`config.mk`:
```
export PLATFORM = sky130hd
export DESIGN_NAME = i4004_bus_agent
export DESIGN_NICKNAME = d
export VERILOG_FILES = /design/src/rtl/i4004_bus_agent.sv
export SDC_FILE = /design/constraint.sdc
export NUM_CORES = 1
export LEC_CHECK = 0
export ABC_AREA = 1
export CAP_MARGIN = 20
export CORE_AREA = 4 4 107 109
export CTS_CLUSTER_SIZE = 28
export DETAILED_ROUTE_END_ITERATION = 7
export DIE_AREA = 0 0 111 113
export DONT_BUFFER_PORTS = 1
export PLACE_DENSITY = 0.7
export SLEW_MARGIN = 20
export SYNTH_ARGS = -nofsm -noshare
export SYNTH_HDL_FRONTEND = slang
export SYNTH_SLANG_ARGS = --single-unit
```
`constraint.sdc`:
```
create_clock -name sysclk -period 5.2 [get_ports sysclk]
set_input_delay 1.04 -clock sysclk [delete_from_list [all_inputs] [get_ports sysclk]]
set_output_delay 1.04 -clock sysclk [all_outputs]
set_load 0.05 [all_outputs]
```
`src/rtl/i4004_bus_agent.sv`:
```
// I4004 pad-level bus agent: follows the 8-phase cycle from SYNC/CLK2, captures the address,
// serves {OPR,OPA} from a response FIFO in M1/M2. Define I4004_AGENT_MON_EN for the X2 monitor.
module i4004_bus_agent #(
  parameter int unsigned DW       = 4,
  parameter int unsigned ADDR_NIB = 3,
  parameter int unsigned CM_CH    = 4,
  parameter int unsigned DEPTH    = 8
) (
  input  logic                         sysclk,
  input  logic                         reset_n,
  input  logic                         clk2_pad,
  input  logic                         poc_pad,
  input  logic                         sync_pad,
  input  logic                         cmrom_pad,
  input  logic [CM_CH-1:0]             cmram_pad,
  input  logic [DW-1:0]                data_in,
  output logic [DW-1:0]                data_out,
  output logic                         data_oe,
  input  logic                         rsp_valid,
  output logic                         rsp_ready,
  input  logic [2*DW-1:0]              rsp_data,
  output logic [$clog2(DEPTH+1)-1:0]   fifo_count,
  output logic                         addr_valid,
  output logic [ADDR_NIB*DW-1:0]       addr_out,
  output logic [CM_CH:0]               cm_sel,
  output logic                         x2_valid,
  output logic [DW-1:0]                x2_data,
  output logic                         cycle_err,
  output logic                         underrun
);

  localparam int unsigned PW = (DEPTH > 1) ? $clog2(DEPTH) : 1;
  localparam int unsigned CW = $clog2(DEPTH + 1);

  typedef enum logic [3:0] {
    StIdle, StA1, StA2, StA3, StM1, StM2, StX1, StX2, StX3
  } state_e;

  state_e                r_state, w_state_d;
  logic                  r_clk2_q;
  logic                  w_stb, w_adv, w_cyc_err;
  logic                  w_enter_m1, w_hit_d, w_empty_d;
  logic                  r_rom_hit, r_fetch_empty;
  logic                  r_oe, w_oe_d;
  logic [DW-1:0]         r_dout, w_dout_d;
  logic                  r_addr_valid;
  logic [ADDR_NIB*DW-1:0] r_addr;
  logic [CM_CH:0]        r_cm_sel;
  logic                  r_cycle_err, r_underrun;

  logic [2*DW-1:0]       r_mem [DEPTH];
  logic [PW-1:0]         r_wptr, r_rptr;
  logic [CW-1:0]         r_count;
  logic                  w_push, w_pop, w_fifo_empty;
  logic [2*DW-1:0]       w_head;

  assign w_stb        = clk2_pad & ~r_clk2_q;
  // Normal sequential advance: strobe without SYNC and not held by power-on clear.
  assign w_adv        = w_stb & ~sync_pad & ~poc_pad;
  assign w_fifo_empty = (r_count == '0);
  assign w_head       = r_mem[r_rptr];
  assign rsp_ready    = (r_count < CW'(DEPTH));
  assign w_push       = rsp_valid & rsp_ready;
  assign w_pop        = w_adv & (r_state == StM2) & r_rom_hit & ~r_fetch_empty;
  assign w_enter_m1   = w_adv & (r_state == StA3);
  assign w_hit_d      = w_enter_m1 ? cmrom_pad : r_rom_hit;
  assign w_empty_d    = w_enter_m1 ? w_fifo_empty : r_fetch_empty;

  always_comb begin
    w_state_d = r_state;
    w_cyc_err = 1'b0;
    if (poc_pad) begin
      w_state_d = StIdle;
    end else if (w_stb) begin
      case (r_state)
        StA1:    w_state_d = StA2;
        StA2:    w_state_d = StA3;
        StA3:    w_state_d = StM1;
        StM1:    w_state_d = StM2;
        StM2:    w_state_d = StX1;
        StX1:    w_state_d = StX2;
        StX2:    w_state_d = StX3;
        StX3:    w_state_d = StIdle;
        default: w_state_d = r_state;
      endcase
      if (sync_pad) begin
        w_state_d = StA1;
        w_cyc_err = (r_state != StIdle) && (r_state != StX3);
      end else begin
        w_cyc_err = (r_state == StX3);
      end
    end
  end

  // Pad drive is computed from the next state so it is registered yet aligned to M1/M2.
  always_comb begin
    w_oe_d   = 1'b0;
    w_dout_d = '0;
    if (w_hit_d && (w_state_d == StM1 || w_state_d == StM2)) begin
      w_oe_d = 1'b1;
      if (!w_empty_d) begin
        w_dout_d = (w_state_d == StM1) ? w_head[2*DW-1:DW] : w_head[DW-1:0];
      end
    end
  end

  always_ff @(posedge sysclk or negedge reset_n) begin
    if (!reset_n) begin
      r_state  <= StIdle;
      r_clk2_q <= 1'b0;
    end else begin
      r_state  <= w_state_d;
      r_clk2_q <= clk2_pad;
    end
  end

  always_ff @(posedge sysclk or negedge reset_n) begin
    if (!reset_n) begin
      r_oe          <= 1'b0;
      r_dout        <= '0;
      r_addr_valid  <= 1'b0;
      r_addr        <= '0;
      r_cm_sel      <= '0;
      r_rom_hit     <= 1'b0;
      r_fetch_empty <= 1'b0;
      r_cycle_err   <= 1'b0;
      r_underrun    <= 1'b0;
    end else begin
      r_oe          <= w_oe_d;
      r_dout        <= w_dout_d;
      r_addr_valid  <= w_enter_m1;
      r_rom_hit     <= w_hit_d;
      r_fetch_empty <= w_empty_d;
      if (w_adv) begin
        case (r_state)
          StA1:    r_addr[0*DW +: DW] <= data_in;
          StA2:    r_addr[1*DW +: DW] <= data_in;
          StA3:    r_addr[2*DW +: DW] <= data_in;
          default: ;
        endcase
      end
      if (w_enter_m1) begin
        r_cm_sel <= {cmram_pad, cmrom_pad};
      end
      if (w_cyc_err) begin
        r_cycle_err <= 1'b1;
      end
      if (w_enter_m1 && cmrom_pad && w_fifo_empty) begin
        r_underrun <= 1'b1;
      end
    end
  end

  always_ff @(posedge sysclk or negedge reset_n) begin
    if (!reset_n) begin
      r_wptr  <= '0;
      r_rptr  <= '0;
      r_count <= '0;
    end else begin
      if (w_push) begin
        r_wptr <= (r_wptr == PW'(DEPTH - 1)) ? '0 : r_wptr + PW'(1);
      end
      if (w_pop) begin
        r_rptr <= (r_rptr == PW'(DEPTH - 1)) ? '0 : r_rptr + PW'(1);
      end
      case ({w_push, w_pop})
        2'b10:   r_count <= r_count + CW'(1);
        2'b01:   r_count <= r_count - CW'(1);
        default: ;
      endcase
    end
  end

  always_ff @(posedge sysclk) begin
    if (w_push) begin
      r_mem[r_wptr] <= rsp_data;
    end
  end

`ifdef I4004_AGENT_MON_EN
  logic [DW-1:0] r_x2_data;
  logic          r_x2_valid;

  always_ff @(posedge sysclk or negedge reset_n) begin
    if (!reset_n) begin
      r_x2_data  <= '0;
      r_x2_valid <= 1'b0;
    end else begin
      r_x2_valid <= w_adv && (r_state == StX2);
      if (w_adv && (r_state == StX2)) begin
        r_x2_data <= data_in;
      end
    end
  end

  assign x2_data  = r_x2_data;
  assign x2_valid = r_x2_valid;
`else
  assign x2_data  = '0;
  assign x2_valid = 1'b0;
`endif

  assign data_out   = r_dout;
  assign data_oe    = r_oe;
  assign fifo_count = r_count;
  assign addr_valid = r_addr_valid;
  assign addr_out   = r_addr;
  assign cm_sel     = r_cm_sel;
  assign cycle_err  = r_cycle_err;
  assign underrun   = r_underrun;

endmodule

```
* Word-level counts from Yosys, hierarchy flattened *
Memory sizes are Yosys's and may differ from the RTL's.
Cells that the tools add are included.

word-level totals
  register bits = 42
  RAM bits = 64
  input port bits = 23
  word-level logic and storage cells = 78
  memories = 1

operators by class
  add/subtract/negate cells = 4
  magnitude comparators = 1
  eq/ne operators = 15
  multiplexer cells = 18
  bitwise logic cells = 12
  reduce and logical (&&, ||, !) cells = 11

memories
  memory  depth  bits a word  read ports  clocked after Yosys merged registers in  write ports  RTL line  source
  r_mem   8      8            1           0                                        1            51        logic [2*DW-1:0] r_mem [DEPTH];

operators with widths
  operator               number
  $pmux W4 S8            1
  $eq A4 B3 Y1 const B   6
  $mux W4                6
  $and A1 B1 Y1          8
  $eq A4 B2 Y1 const B   2
  $mux W1                8
  $pmux W4 S2            1
  $add A3 B1 Y3 const B  2
  $eq A3 B3 Y1 const B   2
  $mux W3                2
  $reduce_and A2 Y1      3
  $add A4 B1 Y4 const B  1
  $eq A4 B1 Y1 const B   1
  $eq A4 B4 Y1 const B   1
  $logic_and A1 B1 Y1    4
  $logic_not A4 Y1       1
  $lt A4 B4 Y1 const B   1
  $ne A4 B4 Y1 const B   1
  $not A1 Y1             4
  $reduce_bool A4 Y1     1
  $sub A4 B1 Y4 const B  1
  $eq A2 B1 Y1 const B   1
  $eq A2 B2 Y1 const B   1
  $reduce_bool A2 Y1     1
  $logic_or A1 B1 Y1     1

* Longest topological paths before layout *
Gate-level depths: netlist of run 1.

  depth after elaboration = 9
  gate-level depth with buffers = 12
  depth with buffers taken out = 12

* Worst setup path after synthesis of run 1 *
No wires, ideal clock.

  path type = input-to-reg
  start point = input sync_pad
  end point = register r_count[3] (netlist: fifo_count[3])
  library setup time = 0.143 ns
  data arrival time = 2.599 ns
  data required time = 5.057 ns
  setup slack = 2.458 ns
  stages on the path = 12
  path buffers = 0
  cells stage by stage = inv_1 nand3_2 nor2_4 nand4_1 inv_1 ha_1 ha_1 a21oi_1 nand2_1 a21oi_1 o21ai_0 xor2_1

on the way
  word-level cells in the longest chain between the ends = 8
  elaborated cells between the ends (all ways) = 10
  those cells by class = 2 x eq/ne; 1 x mux; 6 x bitwise; 1 x reduce/logical

ends and longest elaborated chain
  element                                                   RTL line  source
  start, declared                                           13        input logic sync_pad,
  $not A1 Y1 (*)                                            59        assign w_adv = w_stb & ~sync_pad & ~poc_pad;
  $and A1 B1 Y1 (*) (2 in a row)                            59
  $and A1 B1 Y1 (*) (3 in a row)                            64        assign w_pop = w_adv & (r_state == StM2) & r_rom_hit & ~r_fetch_empty;
  named net w_pop                                           54        logic w_push, w_pop, w_fifo_empty;
  $eq A2 B1 Y1 / $eq A2 B2 Y1 (equally long branches)       166       case ({w_push, w_pop})
  $pmux W4 S2 / $reduce_bool A2 Y1 (equally long branches)  -
  end signal, assigned                                      167       2'b10: r_count <= r_count + CW'(1);
  end signal, assigned                                      168       2'b01: r_count <= r_count - CW'(1);
  end, declared                                             53        logic [CW-1:0] r_count;

The timed path passes the listed nets; every way through them passes the cells marked *.
A chain may end at the register's enable or synchronous reset.

* Worst setup path in the final report of run 1 *
  start point = register r_count[3] (netlist: fifo_count[3])
  end point = register r_count[3] (netlist: fifo_count[3])

on the way
  word-level cells in the longest chain between the ends = 4
  elaborated cells between the ends (all ways) = 8
  those cells by class = 2 x add/sub; 1 x order compare; 2 x eq/ne; 1 x mux; 1 x bitwise; 1 x reduce/logical

ends and longest elaborated chain
  element                                                   RTL line  source
  $lt A4 B4 Y1 (*)                                          62        assign rsp_ready = (r_count < CW'(DEPTH));
  named net rsp_ready                                       20        output logic rsp_ready,
  $and A1 B1 Y1 (*)                                         63        assign w_push = rsp_valid & rsp_ready;
  $eq A2 B1 Y1 / $eq A2 B2 Y1 (equally long branches)       166
  $pmux W4 S2 / $reduce_bool A2 Y1 (equally long branches)  -

Marked as above.

==> flow_metrics.py, run 1 <==
metrics = {
    "outcome": {
        "outcome": "finished clean",
    },
    "yosys": {
        "synth-seq-cells": 106,
        "synth-seq-area-share": 0.641,
        "avgSynthCellArea_um2": 10.5,
        "syn_inst": 440,
        "ys_warn_count": 0,
        "synth_top_area_share": 0.414,
        "yosys.area.top_type": "edfxtp_1",
        "ys_top_cells_by_area": "edfxtp_1, dfrtp_1, nand2_1",
        "synth_cell_types": 38,
        "synth_area_um2": 4640,
    },
    "timing": {
        "final.min_clock_period_ns": 2.78,
        "rsz0062_at_grt": "no",
        "setup_ws_ns": 2.42,
        "period_share": 0.535,
        "fin_skew_ns": 0.0156,
        "setup_viol": 0,
        "drv_slew": 0,
        "fmax_mhz": 359,
        "max_slew_margin": 0.405,
        "tightest_slew_ns": 0.890,
        "hold_viol_final": 0,
        "fin_setup_tns_ns": 0,
    },
    "die": {
        "dieArea_um2": 12500,
        "dieWidth_um": 111,
        "ioPinCount": 58,
        "rows": 38,
        "design.core.area_um2": 10600,
        "start_util": 0.437,
        "fp.dieH_um": 113,
    },
    "placed_design": {
        "place_congestion": 0.845,
        "hpwl_um": 6170,
        "dpl_worst_slack_ns": 2.15,
        "port-buffer-count": 0,
        "place_area_um2": 4720,
    },
    "hold_path": {
        "hold_class": "in -> async",
    },
    "clock_tree": {
        "cts_setup_buffers": 0,
        "post_cts_resized": 0,
        "clockBufferDepth": 2,
        "clock-root-buffer": "clkbuf_8",
        "cts_made_buffers": 9,
        "ctsHoldBuffers": 0,
        "ctsHtreeMaxLevel": 3,
        "cts_tree": "built",
        "clk_latency_ns": 0.37,
        "cts.sinks": 106,
        "clk_pin_slew_ns": 0.11,
    },
    "flow_run": {
        "max-cap-violations": 0,
    },
    "worst_setup_path": {
        "start_kind": "flip-flop",
        "r2r_slack_ns": 2.42,
        "arrival_ns": 3.03,
        "end_kind": "flip-flop",
        "critical_path_required_ns": 5.44,
        "path_class": "reg -> reg",
        "cp_max_fo": 5,
    },
    "power": {
        "pwr_density_cell_nw_per_um2": 314,
        "power_leakage_nw": 2.13,
        "max-vdd-ir-drop_mv": 0.186,
    },
    "global_routing": {
        "grt_pass1_vias": 2901,
        "grtUsageTotal": 0.149,
        "grt_pass1_wl_um": 14800,
        "grt_max_degree": 43,
        "grt.overflow.total": 0,
        "antenna_found_initial": 0,
    },
    "final_layout": {
        "syn2layout_area_growth_pct": 6.80,
        "nNetsFinal": 469,
        "fillers": 956,
        "final_area_um2": 4950,
        "postLayoutCoreUtil": 0.467,
        "final_layout_size_suffix_gt1_frac": 0.108,
        "n_antenna_cell": 0,
    },
    "detailed_routing": {
        "avgViaCountPerCell": 5.13,
        "drt-initial-drc-count": 244,
        "vias": 2988,
        "wl_per_cell_um": 15.5,
        "drt_wl_total_um": 9030,
        "drcViolationCount": 0,
        "ant_nets": 0,
        "drt_first_pass_iters": 4,
    },
}
[stage by stage]
| step | power (W) | hold slack, ns | instances |
|---|---|---|---|
| after floorplan | 0.000994 | 0.469 | 444 |
| after global placement | 0.000996 | 0.499 | 567 |
| after detailed placement | 0.000998 | 0.511 | 567 |
| after CTS | 0.00156 | 0.329 | 583 |
| after global routing | 0.00161 | 0.315 | 583 |
| final | 0.00155 | 0.346 | 583 |
[state kept, by name, indices dropped and copies added (netlist names)]
register and count:
r_clk2_q 1, cm_sel 5, data_oe 1, cycle_err 1, r_mem 64, data_out 4, underrun 1, addr_out 12
fifo_count 4, r_rptr 3, r_fetch_empty 1, r_state 4, r_wptr 3, r_rom_hit 1, addr_valid 1
[cells in the final DEF, fill, tap and decap left out, drive strengths merged, types with 2 or more instances in the layout]
master,instances
nor2,29
o22ai,2
nand2,135
dfrtp,42
nand4,2
o21ai,22
a22o,6
ha,7
nand3,34
a21oi,25
clkbuf,9
clkinv,4
xor2,2
bufinv,2
or2,4
edfxtp,64
conb,5
inv,42
[metal layers]
metal  GRT usage  vias up  wire length (um)
li1            -     1444                 -
met1       0.184     1435              3880
met2       0.253       97              4360
met3      0.0561       12               708
met4      0.0312        0                87
met5           0        -                 0
[report_power, final]
group	internal [W]	total, W	switching [W]
clock network	0.000280	0.000574	0.000294
registers	0.000904	0.000948	0.0000448
logic	0.00000823	0.0000306	0.0000224
[cell usage after synthesis]
master	number
inv_2	7
nand2_1	128
dfrtp_1	42
a21oi_1	25
nand2_4	1
xor2_1	2
nand2_2	6
xnor2_1	1
o22ai_1	2
nor2_4	2
nand3_4	1
nor2_8	2
clkinv_2	1
nand4_1	2
nor3_1	1
o21ai_1	2
nor2_1	22
o211ai_1	1
a22o_1	6
ha_1	7
buf_4	7
a31o_2	1
inv_1	31
nor2_2	3
buf_6	1
o21bai_1	1
clkbuf_1	4
nand3_1	30
nor4_1	1
or2_2	4
edfxtp_1	64
clkinv_1	1
fa_1	1
nand3_2	3
o21ai_0	20
clkinv_4	1
buf_2	5
conb_1	1
[worst paths after layout]
check / from / to / cells past startpoint
worst max register to register: fifo_count[3] / fifo_count[3] / 9
min in group sysclk: r_fetch_empty / r_fetch_empty / 2
max in group asynchronous: reset_n / data_out[3] / 0
worst min register to register: r_fetch_empty / r_fetch_empty / 2
worst max-delay path: fifo_count[3] / fifo_count[3] / 9
worst min-delay path: reset_n / addr_out[4] / 0
[critical path, stage by stage (launching register included)]
cell and delay (ns):
dfrtp_1 0.59, inv_1 0.47, nand2_1 0.24, ha_1 0.32, ha_1 0.34, a21oi_1 0.18
nand2_1 0.09, a21oi_1 0.14, o21ai_0 0.13, xor2_1 0.16
[logic make-up (layout without fill, tap and decap cells)]
| kind of cell | Yosys count | count (layout) | synth area share |
|---|---|---|---|
| buffers and inverters | 58 | 57 | 0.0569 |
| flip-flops | 106 | 106 | 0.641 |
| XOR/XNOR | 3 | 3 | 0.00567 |
| other | 1 | 5 | 0.000809 |
| adder cells (fa/ha/maj) | 8 | 8 | 0.0232 |
| AO/OA/AOI/OAI | 58 | 58 | 0.0699 |
| AND/OR/NAND/NOR | 206 | 206 | 0.203 |
[area by class of cell]
type	count	area (um2)	area share
tap	140	175	0.0354
clock buffer	9	124	0.0250
sequential	106	2970	0.600
multi-input combinational	280	1420	0.286
inverter	41	160	0.0323
clock inverter	7	104	0.0210
(Power assumes the default switching activity.)
==> inputs of run 2 (changes only) <==
- clock period: 5.2 -> 2.6 ns (I/O delays scaled with it)
==> flow_metrics.py, run 2 (synthesized netlist as in run 1, its figures left out) <==
metrics = {
    "clock_tree": {
        "cts_made_buffers": 9,
        "clk_latency_ns": 0.37,
        "cts.sinks": 106,
        "cts_setup_buffers": 0,
        "cts_tree": "built",
        "ctsHtreeMaxLevel": 3,
        "post_cts_resized": 0,
        "clock-root-buffer": "clkbuf_8",
        "clk_pin_slew_ns": 0.10,
        "clockBufferDepth": 2,
    },
    "worst_setup_path": {
        "critical_path_required_ns": 2.85,
        "start_kind": "flip-flop",
        "cp_max_fo": 5,
        "path_class": "reg -> reg",
        "arrival_ns": 2.62,
        "end_kind": "flip-flop",
    },
    "placed_design": {
        "place_congestion": 0.863,
        "port-buffer-count": 0,
        "hpwl_um": 6320,
        "place_area_um2": 4820,
        "dp.cells": 580,
    },
    "timing": {
        "tightest_slew_ns": 0.613,
        "fin_skew_ns": 0.0202,
        "rsz0062_at_grt": "no",
        "max_slew_margin": 0.591,
        "final.min_clock_period_ns": 2.37,
        "fin_setup_tns_ns": 0,
        "setup_viol": 0,
        "hold_viol_final": 0,
        "fmax_mhz": 423,
        "drv_slew": 0,
        "period_share": 0.910,
    },
    "global_routing": {
        "grt_max_degree": 43,
        "grt_pass1_wl_um": 15400,
        "grtUsageTotal": 0.153,
        "grt_pass1_vias": 3100,
        "antenna_found_initial": 0,
        "grt.overflow.total": 0,
    },
    "final_layout": {
        "final_area_um2": 5080,
        "top_register": "r_mem",
        "fin_cells": 598,
        "largest_reg_flops": 64,
        "final_cell_mix": "nand2_1, edfxtp_1, dfrtp_1",
        "syn2layout_area_growth_pct": 9.60,
        "n_antenna_cell": 0,
        "final_common_cell": "nand2_1",
        "final_layout_size_suffix_gt1_frac": 0.135,
        "fillers": 971,
        "nNetsFinal": 484,
    },
    "detailed_routing": {
        "drt_first_pass_iters": 4,
        "drt_wl_total_um": 9170,
        "avgViaCountPerCell": 5.02,
        "vias": 3003,
        "wl_met3_um": 702,
        "ant_nets": 0,
        "drcViolationCount": 0,
        "top_layer_used": "met4",
        "wl_met1_um": 3820,
        "drt-initial-drc-count": 213,
        "wl_per_cell_um": 15.3,
        "wl_met2_um": 4580,
    },
    "power": {
        "max-vdd-ir-drop_mv": 0.397,
        "pwr_density_cell_nw_per_um2": 604,
        "power_leakage_nw": 2.21,
    },
    "die": {
        "dieArea_um2": 12500,
        "start_util": 0.437,
        "rows": 38,
        "fp.dieH_um": 113,
        "ioPinCount": 58,
        "dieWidth_um": 111,
        "design.core.area_um2": 10600,
    },
    "hold_path": {
        "hold_class": "in -> reg",
    },
    "flow_run": {
        "max-cap-violations": 0,
    },
    "outcome": {
        "outcome": "finished clean",
    },
}
run 2: cell types whose count changed in the layout (fill, tap and decap cells not counted), sizes merged:
cell	previous run	this run
buf	0	14
dlygate4sd3	0	1
inv	42	40
bufinv	2	1
clkinv	4	7
run 2: path summary, 6_finish.rpt:
check	from	endpoint	slack (ns)	depth (start not counted)
max	r_clk2_q	fifo_count[3]	0.23	12
min	clk2_pad	r_clk2_q	0.17	0
min reg2reg	r_rom_hit	r_rom_hit	0.52	2
max reg2reg	r_clk2_q	fifo_count[3]	0.23	12
min in group asynchronous	reset_n	addr_out[5]	0.60	2
max in group asynchronous	reset_n	r_state[3]	1.77	2
run 2: power by group:
part / switching, W / leakage (nW) / internal, W
logic: 0.0000592 / 0.978 / 0.0000206
registers: 0.0000901 / 1.12 / 0.00181
clock network: 0.000612 / 0.114 / 0.000481
run 2: final cells by class:
type                    count  area, um2  share of cell area
inverters                  41        160              0.0315
flip-flops and latches    106       2970               0.585
multi-input cells         280       1420               0.279
well taps                 140        175              0.0345
repair buffers             15        128              0.0251
clock buffers               9        124              0.0244
clock inverters             7        108              0.0212
run 2: stage by stage:
stage / total power, W / utilization / hold WS (ns) / worst slack [ns]
2_1_floorplan: 0.00199 / - / 0.224 / 0.147
3_3_place_gp: 0.00199 / 0.455 / 0.225 / 0.202
3_5_place_dp: 0.00200 / 0.455 / 0.225 / 0.125
4_1_cts: 0.00311 / 0.479 / 0.151 / 0.223
5_1_grt: 0.00319 / 0.479 / 0.139 / 0.000382
6_report: 0.00307 / 0.479 / 0.173 / 0.235
run 2: timing repair:
| action | 4_1_cts | 5_1_grt |
|---|---|---|
| setup endpoints to repair | 0 | 0 |
| hold buffers | 2 | 0 |
| hold endpoints to repair | 42 | 0 |
run 2: routing by layer:
metal	vias up	global-route usage
met5	-	0
met4	0	0.0369
met3	8	0.0556
met2	90	0.263
met1	1429	0.186
li1	1476	-
run 2: critical path: stages, from the launching register on:
cell     delay, ns
dfrtp_1       0.42
inv_2         0.08
nand3_2       0.11
nor2_4        0.16
nand4_1       0.17
inv_1         0.16
ha_1          0.25
ha_1          0.30
a21oi_1       0.15
nand2_1       0.07
a21oi_1       0.12
o21ai_0       0.11
xor2_1        0.15
